$ cat src/rtl/console_scroll_printer_pkg.sv
// Shared console definitions: character width and the printer state encoding.
package console_scroll_printer_pkg;

  localparam int CHAR_W = 8;

  typedef enum logic [1:0] {
    ST_IDLE   = 2'd0,
    ST_PRINT  = 2'd1,
    ST_COMMIT = 2'd2
  } state_t;

endpackage

$ cat src/rtl/console_line_ring.sv
// Ring of text rows: write lands on the oldest row and advances head,
// reads address rows logically relative to head.
module console_line_ring
  import console_scroll_printer_pkg::*;
#(
  parameter int LINES = 8,
  parameter int COLS  = 32,
  localparam int ROW_W = COLS * CHAR_W,
  localparam int PTR_W = $clog2(LINES)
) (
  input  logic             clock,
  input  logic             reset,
  input  logic             wr_en,
  input  logic [ROW_W-1:0] wr_data,
  input  logic [PTR_W-1:0] rd_row,
  output logic [ROW_W-1:0] rd_data
);

  logic [ROW_W-1:0] rows [LINES];
  logic [PTR_W-1:0] head;
  logic [PTR_W-1:0] rd_phys;

  always_ff @(posedge clock) begin
    if (reset) begin
      head <= '0;
      for (int i = 0; i < LINES; i++) rows[i] <= '0;
    end else if (wr_en) begin
      rows[head] <= wr_data;
      head       <= head + 1'b1;
    end
  end

  // LINES is a power of two, so the pointer add wraps naturally
  assign rd_phys = head + rd_row;
  assign rd_data = rows[rd_phys];

endmodule

$ cat src/rtl/console_scroll_printer.sv
// Scrolling text console that streams the leading columns of every row
// through a valid/ready character port; lines arriving mid-pass are deferred.
module console_scroll_printer
  import console_scroll_printer_pkg::*;
#(
  parameter int LINES      = 8,
  parameter int COLS       = 32,
  parameter int PRINT_COLS = 12,
  parameter int INDEX_W    = 8
) (
  input  logic                   clock,
  input  logic                   reset,
  input  logic [COLS*CHAR_W-1:0] line_content,
  input  logic                   line_ready,
  input  logic                   start,
  input  logic                   char_ready,
  output logic                   char_valid,
  output logic [INDEX_W-1:0]     char_index,
  output logic [CHAR_W-1:0]      char_data,
  output logic                   busy,
  output logic                   finish,
  output logic                   overrun
);

  localparam int ROW_W = COLS * CHAR_W;
  localparam int PTR_W = $clog2(LINES);
  localparam int COL_W = $clog2(COLS) + 1;
  localparam logic [PTR_W-1:0] LAST_ROW = PTR_W'(LINES - 1);
  localparam logic [COL_W-1:0] LAST_COL = COL_W'(PRINT_COLS - 1);

  function automatic logic [CHAR_W-1:0] pick_char(input logic [ROW_W-1:0] row_bits,
                                                   input logic [COL_W-1:0] col);
    return CHAR_W'(row_bits >> ((COLS - 1 - int'(col)) * CHAR_W));
  endfunction

  function automatic logic [INDEX_W-1:0] screen_index(input logic [PTR_W-1:0] row,
                                                       input logic [COL_W-1:0] col);
    int lin;
    lin = int'(row) * COLS + int'(col);
    return INDEX_W'(lin);
  endfunction

  state_t           state, state_next;
  logic [PTR_W-1:0] row_cnt;
  logic [COL_W-1:0] col_cnt;
  logic             all_issued;
  logic             pending;
  logic [ROW_W-1:0] pend_line;
  logic             defer_line;
  logic             load_char, last_accept, ring_wr, ring_sel_pend;
  logic [ROW_W-1:0] ring_rd;

  console_line_ring #(
    .LINES(LINES),
    .COLS (COLS)
  ) u_ring (
    .clock  (clock),
    .reset  (reset),
    .wr_en  (ring_wr),
    .wr_data(ring_sel_pend ? pend_line : line_content),
    .rd_row (row_cnt),
    .rd_data(ring_rd)
  );

  always_ff @(posedge clock) begin
    if (reset) state <= ST_IDLE;
    else       state <= state_next;
  end

  always_comb begin
    state_next = state;
    case (state)
      ST_IDLE:   if (pending) state_next = ST_COMMIT;
                 else if (start) state_next = ST_PRINT;
      ST_PRINT:  if (last_accept) state_next = pending ? ST_COMMIT : ST_IDLE;
      ST_COMMIT: state_next = ST_IDLE;
      default:   state_next = ST_IDLE;
    endcase
  end

  always_comb begin
    load_char     = 1'b0;
    last_accept   = 1'b0;
    ring_wr       = 1'b0;
    ring_sel_pend = 1'b0;
    case (state)
      ST_IDLE:   ring_wr = line_ready && !pending;
      ST_PRINT: begin
        load_char   = !all_issued && (!char_valid || char_ready);
        last_accept = all_issued && char_valid && char_ready;
      end
      ST_COMMIT: begin
        ring_wr       = 1'b1;
        ring_sel_pend = 1'b1;
      end
      default: ;
    endcase
  end

  assign busy = (state != ST_IDLE);

  // A leftover pending line in IDLE must be committed before any new one
  assign defer_line = line_ready && (state != ST_IDLE || pending);

  always_ff @(posedge clock) begin
    if (reset) begin
      pending <= 1'b0;
      overrun <= 1'b0;
    end else if (defer_line) begin
      pending <= 1'b1;
      if (pending && state != ST_COMMIT) overrun <= 1'b1;
    end else if (state == ST_COMMIT) begin
      pending <= 1'b0;
    end
  end

  always_ff @(posedge clock) begin
    if (defer_line) pend_line <= line_content;
  end

  // Output stage: one character register fed from the ring read port
  always_ff @(posedge clock) begin
    if (reset) begin
      row_cnt    <= '0;
      col_cnt    <= '0;
      all_issued <= 1'b0;
      char_valid <= 1'b0;
      char_index <= '0;
      char_data  <= '0;
      finish     <= 1'b0;
    end else begin
      finish <= last_accept;
      if (state != ST_PRINT) begin
        row_cnt    <= '0;
        col_cnt    <= '0;
        all_issued <= 1'b0;
      end else if (load_char) begin
        if (col_cnt == LAST_COL) begin
          col_cnt <= '0;
          if (row_cnt == LAST_ROW) all_issued <= 1'b1;
          else                     row_cnt    <= row_cnt + 1'b1;
        end else begin
          col_cnt <= col_cnt + 1'b1;
        end
      end
      if (load_char) begin
        char_valid <= 1'b1;
        char_index <= screen_index(row_cnt, col_cnt);
        char_data  <= pick_char(ring_rd, col_cnt);
      end else if (char_valid && char_ready) begin
        char_valid <= 1'b0;
      end
    end
  end

endmodule

$ cat config.mk
export PLATFORM = sky130hd
export DESIGN_NAME = console_scroll_printer
export DESIGN_NICKNAME = d
export VERILOG_FILES = /design/src/rtl/console_scroll_printer_pkg.sv /design/src/rtl/console_line_ring.sv /design/src/rtl/console_scroll_printer.sv
export SDC_FILE = /design/constraint.sdc
export NUM_CORES = 2
export LEC_CHECK = 0
export CORE_MARGIN = 1.5
export CORE_UTILIZATION = 62
export DETAILED_ROUTE_END_ITERATION = 8
export GPL_TIMING_DRIVEN = 0
export PLACE_DENSITY_LB_ADDON = 0.2
export RECOVER_POWER = 50
export SLEW_MARGIN = 25
export SYNTH_ARGS = -nofsm -noshare
export SYNTH_HDL_FRONTEND = slang
export SYNTH_SLANG_ARGS = --single-unit
$ cat constraint.sdc
create_clock -name clock -period 11.5 [get_ports clock]
set_input_delay 1.15 -clock clock [delete_from_list [all_inputs] [get_ports clock]]
set_output_delay 1.15 -clock clock [all_outputs]
set_load 0.01 [all_outputs]
=== Yosys cells after proc, flatten, opt, wreduce, memory -nomap -nowiden ===
Memories as Yosys holds them, arrays and structs flattened.
Cells that the tools add are included.

* Bits in writable memories: 2,048
* Latch bits: 0
* Bits in read-only memories: 0
* Register bits after elaboration: 291
* Output and inout bits: 20
* Memories kept: 1
* Input port bits: 261

* Multiplexer cells: 23
* Add/sub/neg operators: 6
* Divide/modulo/power cells: 0
* Reduce and logical (&&, ||, !) cells: 22
* Bitwise gates (word level): 1
* Shift-type cells: 1
* Magnitude comparators: 0
* Multipliers: 0
* Equality and inequality tests: 8

{| class="wikitable"
|+ Memories
! name !! words !! width !! rd ports !! clocked after Yosys merged registers in !! write ports !! line !! source
|-
| u_ring.rows || 8 || 256 || 1 || 0 || 8 || console_line_ring.sv:19 || <nowiki>logic [ROW_W-1:0] rows [LINES];</nowiki>
|}

{| class="wikitable"
|+ Operators by type and width
! kind !! count
|-
| two-way mux 256 bit || 2
|-
| OR reduction 256 bit || 1
|-
| >> shifter 256 x 32 -> 8 bit || 1
|-
| two-way mux 1 bit || 13
|-
| adder 8 x 6 -> 8 bit || 1
|-
| two-way mux 2 bit || 4
|-
| logical AND 1 bit || 7
|-
| subtractor 5 x 6 -> 7 bit, first input constant || 1
|-
| adder 3 x 1 -> 3 bit, second input constant || 2
|-
| adder 6 x 1 -> 6 bit, second input constant || 1
|-
| == test 6 x 4 -> 1 bit, second input constant || 1
|-
| two-way mux 6 bit || 1
|-
| AND reduction 3 bit || 2
|-
| nonzero test 2 bit || 3
|-
| inequality test 2 bit, second input constant || 2
|-
| one-hot mux 2 bit (2 select lines) || 1
|-
| AND reduction 2 bit || 2
|-
| adder 3 bit || 1
|-
| == test 3 bit, second input constant || 1
|-
| zero test 1 bit || 3
|-
| two-way mux 3 bit || 1
|-
| inequality test 3 bit, second input constant || 1
|-
| == test 2 x 1 -> 1 bit, second input constant || 1
|-
| == test 2 bit, second input constant || 1
|-
| other kinds (6) || 7
|}

=== Logic depth before layout (Yosys ltp) ===
* Depth after elaboration: 8
* Mapped depth: 14
* Mapped depth without buffers: 9

=== Cells and area by module ===
Synthesis repeated with hierarchy kept, for this count alone.

* Cells, all modules: 7,254
* Area total of the unflattened synthesis: 104,834.3 µm²

{| class="wikitable"
|+ Modules (own cells, without submodules)
! module !! area an instance (µm²) !! instances !! seq. area each (µm²) !! cells an instance
|-
| console_line_ring || 90,445.5 || 1 || 61,559.0 || 5,750
|-
| console_scroll_printer || 14,388.8 || 1 || 8,328.0 || 1,504
|}

=== Least setup slack after synthesis ===
No wires, ideal clock.

* Kind: input to register
* Start: input port reset
* End: memory u_ring.rows[0][0] in the netlist's numbering, enable pin
* Cell stages on the path: 4
* Path slack: 2.723 ns
* Data arrival time: 8.113 ns
* Cell sequence: clkbuf_1 > clkbuf_1 > clkbuf_1 > nand2b_1

{| class="wikitable"
|+ RTL lines
! what !! line !! source
|-
| start, declared || console_scroll_printer.sv:12 || <nowiki>input logic reset,</nowiki>
|-
| end, declared || console_line_ring.sv:19 ||
|}

=== Final worst setup path ===
* Start: input port line_ready
* End: register pend_line[242], enable pin

* Word-level cells in the longest chain between the ends: 1

{| class="wikitable"
|+ Ends and longest elaborated chain
! what !! line !! source
|-
| start, declared || console_scroll_printer.sv:14 || <nowiki>input logic line_ready,</nowiki>
|-
| logical AND 1 bit || console_scroll_printer.sv:103 || <nowiki>assign defer_line = line_ready && (state != ST_IDLE || pending);</nowiki>
|-
| via defer_line || console_scroll_printer.sv:49 || <nowiki>logic defer_line;</nowiki>
|-
| end signal, assigned || console_scroll_printer.sv:118 || <nowiki>if (defer_line) pend_line <= line_content;</nowiki>
|-
| end, declared || console_scroll_printer.sv:48 || <nowiki>logic [ROW_W-1:0] pend_line;</nowiki>
|}

The timed path passes the listed nets, and every way through them passes these cells.
A chain may end at the register's enable or synchronous reset.

==> summary.txt <==
Place
  – Gp weighted congestion: 0.9873
  – Port Buffer Count: between 200 and 300
  – Dpl hpwl: 227,800 um

Layout
  – Register area: 69,890 um^2
  – Layout cells sized above 1: 0.1570
  – Fin nets: 7,144
  – Final core utilization: 0.7143
  – Multi-input gate area: 26,720 um^2
  – Area Growth Syn to Fin: 14.65%
  – Filler Cell Count: 9,915

Logic synthesis
  – Synth warnings: 0
  – Syn nets: 6,536
  – Area share of the largest cell type after synthesis: 0.7020
  – Distinct cells, synth: 57
  – Synth Instances: 6,267
  – Post-Syn Area: roughly 99,000 um^2
  – Most frequent cell after synthesis: edfxtp_1
  – Register bit total from synthesis: 2,339
  – Area contributors post-synth: edfxtp_1 (70%), mux4_2 (13%), nor2_1 (7.9%)
  – Synth top cells by count: edfxtp_1 (2,304), nor2_1 (2,085), mux4_2 (570), mux2i_1 (321), clkbuf_1 (300)
  – Top_reg_cell synth: edfxtp_1
  – Number of flops mapped to enable cells by yosys: 2,304
  – Synth area leader: edfxtp_1
  – Post-synthesis sequential area ratio: 0.7091
  – Post-synthesis average cell area: 15.73 um^2
  – Fraction of registers with async set/reset: 0

CTS
  – Hold_buf cts: 0
  – Max H-tree Level: 4
  – Post CTS Setup Buffer Count: 0
  – Root Driver: clkbuf_16
  – Clk buf depth: 3
  – CTS tree: done
  – Clock buffer count from CTS: 229
  – Clock latency at the later pin of the worst-skew pair: 910 ps
  – Clock slew at reported path FFs: 60 ps
  – Clock Sink Count: 2,339
  – PostCTS Resize Cnt: 0

Worst setup path
  – Critical path data arrival time: 7310 ps
  – Worst EP required: 11,980 ps
  – Startpoint type of the worst setup path: input pin
  – Flop-to-flop setup slack: roughly 4800 ps
  – Critical Path Fanout Max: 28
  – CP Capture Type: flip-flop
  – Kind of critical path: input pin to flip-flop

Die
  – Horiz. Die Dim: 401.7 um
  – Initial Util: 0.6230
  – Die Ht: 401.7 um
  – Count of boundary I/O pins: 281
  – Die area: 161,400 um^2
  – Core Region: between 150,000 and 200,000 um^2
  – # rows: between 100 and 150

STA
  – RSZ-0062 raised after global routing: no
  – Fin. Hold Viols: 0
  – Period utilisation layout: 0.5947
  – Rel. slew slack: -0.6728
  – Hold slack final: about 470 ps
  – Least-Margin Pin Slew: approximately 2500 ps
  – Final Skew: 57.35 ps
  – Max Clock Freq: 146.2 MHz
  – Setup_tns: 0 ps
  – Final-report max-slew violation count: 458
  – Tmin final: 6839 ps
  – Final setup viols: 0

Power and ir drop
  – Lkg Pwr: about 39 nW
  – Total power: 0.02028 W
  – Peak supply drop: 0.1785 mV
  – Power per cell area: 179.5 nW/um^2

Route
  – First DRT Iteration DRCs: 13,040
  – ANT nets after route: 0
  – Routed WL: ~350,000 um
  – Routed vias: 64,800
  – Pre-antenna DRT Iters: 9
  – Vias/cell: 7.095
  – WL per Instance: 37.90 um
  – DRC Markers: 1

Run status
  – Failing checks: DRC, capacitance limit, slew limit
  – Status: complete, but fails checks

Global route
  – Grt ovf: 0
  – First-pass GRT wire length: between 400,000 and 500,000 um
  – Vias in the first global route: between 60,000 and 70,000
  – Initial antenna violation count: 11
  – Overall Global Routing Usage: 0.4309
  – Largest net degree at the start of global routing: 40

Flow run
  – Max-Cap Viols: 21

Worst hold path
  – Worst hold path class: flip-flop to flip-flop
routing by layer:
layer | global-route usage | part of all wire | vias to the layer above
li1 | - | - | 24700
met1 | 0.5460 | 0.31 | 31890
met2 | 0.5992 | 0.42 | 6696
met3 | 0.1958 | 0.18 | 1488
met4 | 0.2878 | 0.083 | 26
met5 | 0.007434 | 0.0012 | -
report_power, final:
group	internal (W)	switching [W]	leakage, nW
Clock	0.00384	0.00329	3.38
Sequential	0.00988	0.000143	23.9
Combinational	0.00110	0.00204	11.8
Total	0.0148	0.00548	39.1
logic make-up after synthesis:
| family | Yosys count | share of synthesized area |
|---|---|---|
| compound gates | 144 | 0.01051 |
| xor+xnor | 10 | 0.001180 |
| fa+ha+maj | 8 | 0.001092 |
| buf+inv | 448 | 0.02011 |
| flops | 2339 | 0.7091 |
| mux | 893 | 0.1631 |
| simple gates | 2425 | 0.09497 |
worst paths after layout:
kind,startpoint,endpoint,cells after the start
setup reg to reg,state[0],pend_line[242],6
hold reg to reg,char_index[1],char_index[1],2
setup / recovery,line_ready,pend_line[242],6
hold / removal,char_index[1],char_index[1],2
flip-flops by register name, summed over array words and instances, names as in the netlist, 2 cells and up:
signal and cells:
char_data 8, u_ring.rows 2048, pend_line 256, char_index 8, u_ring.head 3, col_cnt 6
state 2, row_cnt 3
layout by cell type (no fill, tap or decap), types with 7 or more instances in the layout:
cell | Yosys | final
a211oi_1 | 9 | 9
a21oi_1 | 25 | 25
a22oi_1 | 8 | 8
a31oi_1 | 18 | 18
a32oi_1 | 19 | 19
and3_1 | 12 | 12
buf_1 | 37 | 8
buf_12 | 0 | 28
buf_16 | 0 | 48
buf_2 | 51 | 55
buf_4 | 41 | 41
buf_6 | 11 | 11
clkbuf_1 | 300 | 354
clkbuf_16 | 0 | 230
clkbuf_2 | 0 | 47
clkinv_1 | 1 | 59
clkinv_16 | 0 | 7
clkinv_2 | 0 | 33
dfxtp_1 | 35 | 35
diode_2 | 0 | 11
dlygate4sd3_1 | 0 | 277
edfxtp_1 | 2304 | 2304
ha_1 | 7 | 7
mux2i_1 | 321 | 317
mux4_2 | 570 | 570
nand2_1 | 207 | 207
nand2b_1 | 12 | 11
nand3_1 | 61 | 61
nand4_1 | 16 | 16
nor2_1 | 2085 | 2084
nor2b_1 | 10 | 8
nor3_1 | 8 | 8
o21ai_0 | 13 | 12
o221ai_1 | 10 | 10
worst max-delay path, stage by stage:
cell           delay, ps
dlygate4sd3_1        600
o31a_1               870
clkbuf_1            1400
clkbuf_1            1200
clkbuf_1            1120
clkbuf_1             890
layout make-up:
class,instances,share of cell area
tap,2072,0.02294
inverter,8,0.0002657
sequential,2339,0.6185
multi-input combinational,3480,0.2365
clock buffer,291,0.05349
timing repair buffer,377,0.04220
buffer,440,0.01784
clock inverter,115,0.008094
antenna,11,0.0002436
through the flow:
stage | cells | worst slack [ps] | area (um^2)
floorplan | 6267 | 2723 | 98560
global placement | 8618 | -4905 | 103900
detailed placement | 8715 | 6103 | 106500
CTS | 9121 | 6150 | 113400
global route | 9122 | 4532 | 113000
finish | 9133 | 4661 | 113000
Note: power is estimated with default switching activity, not from simulation.
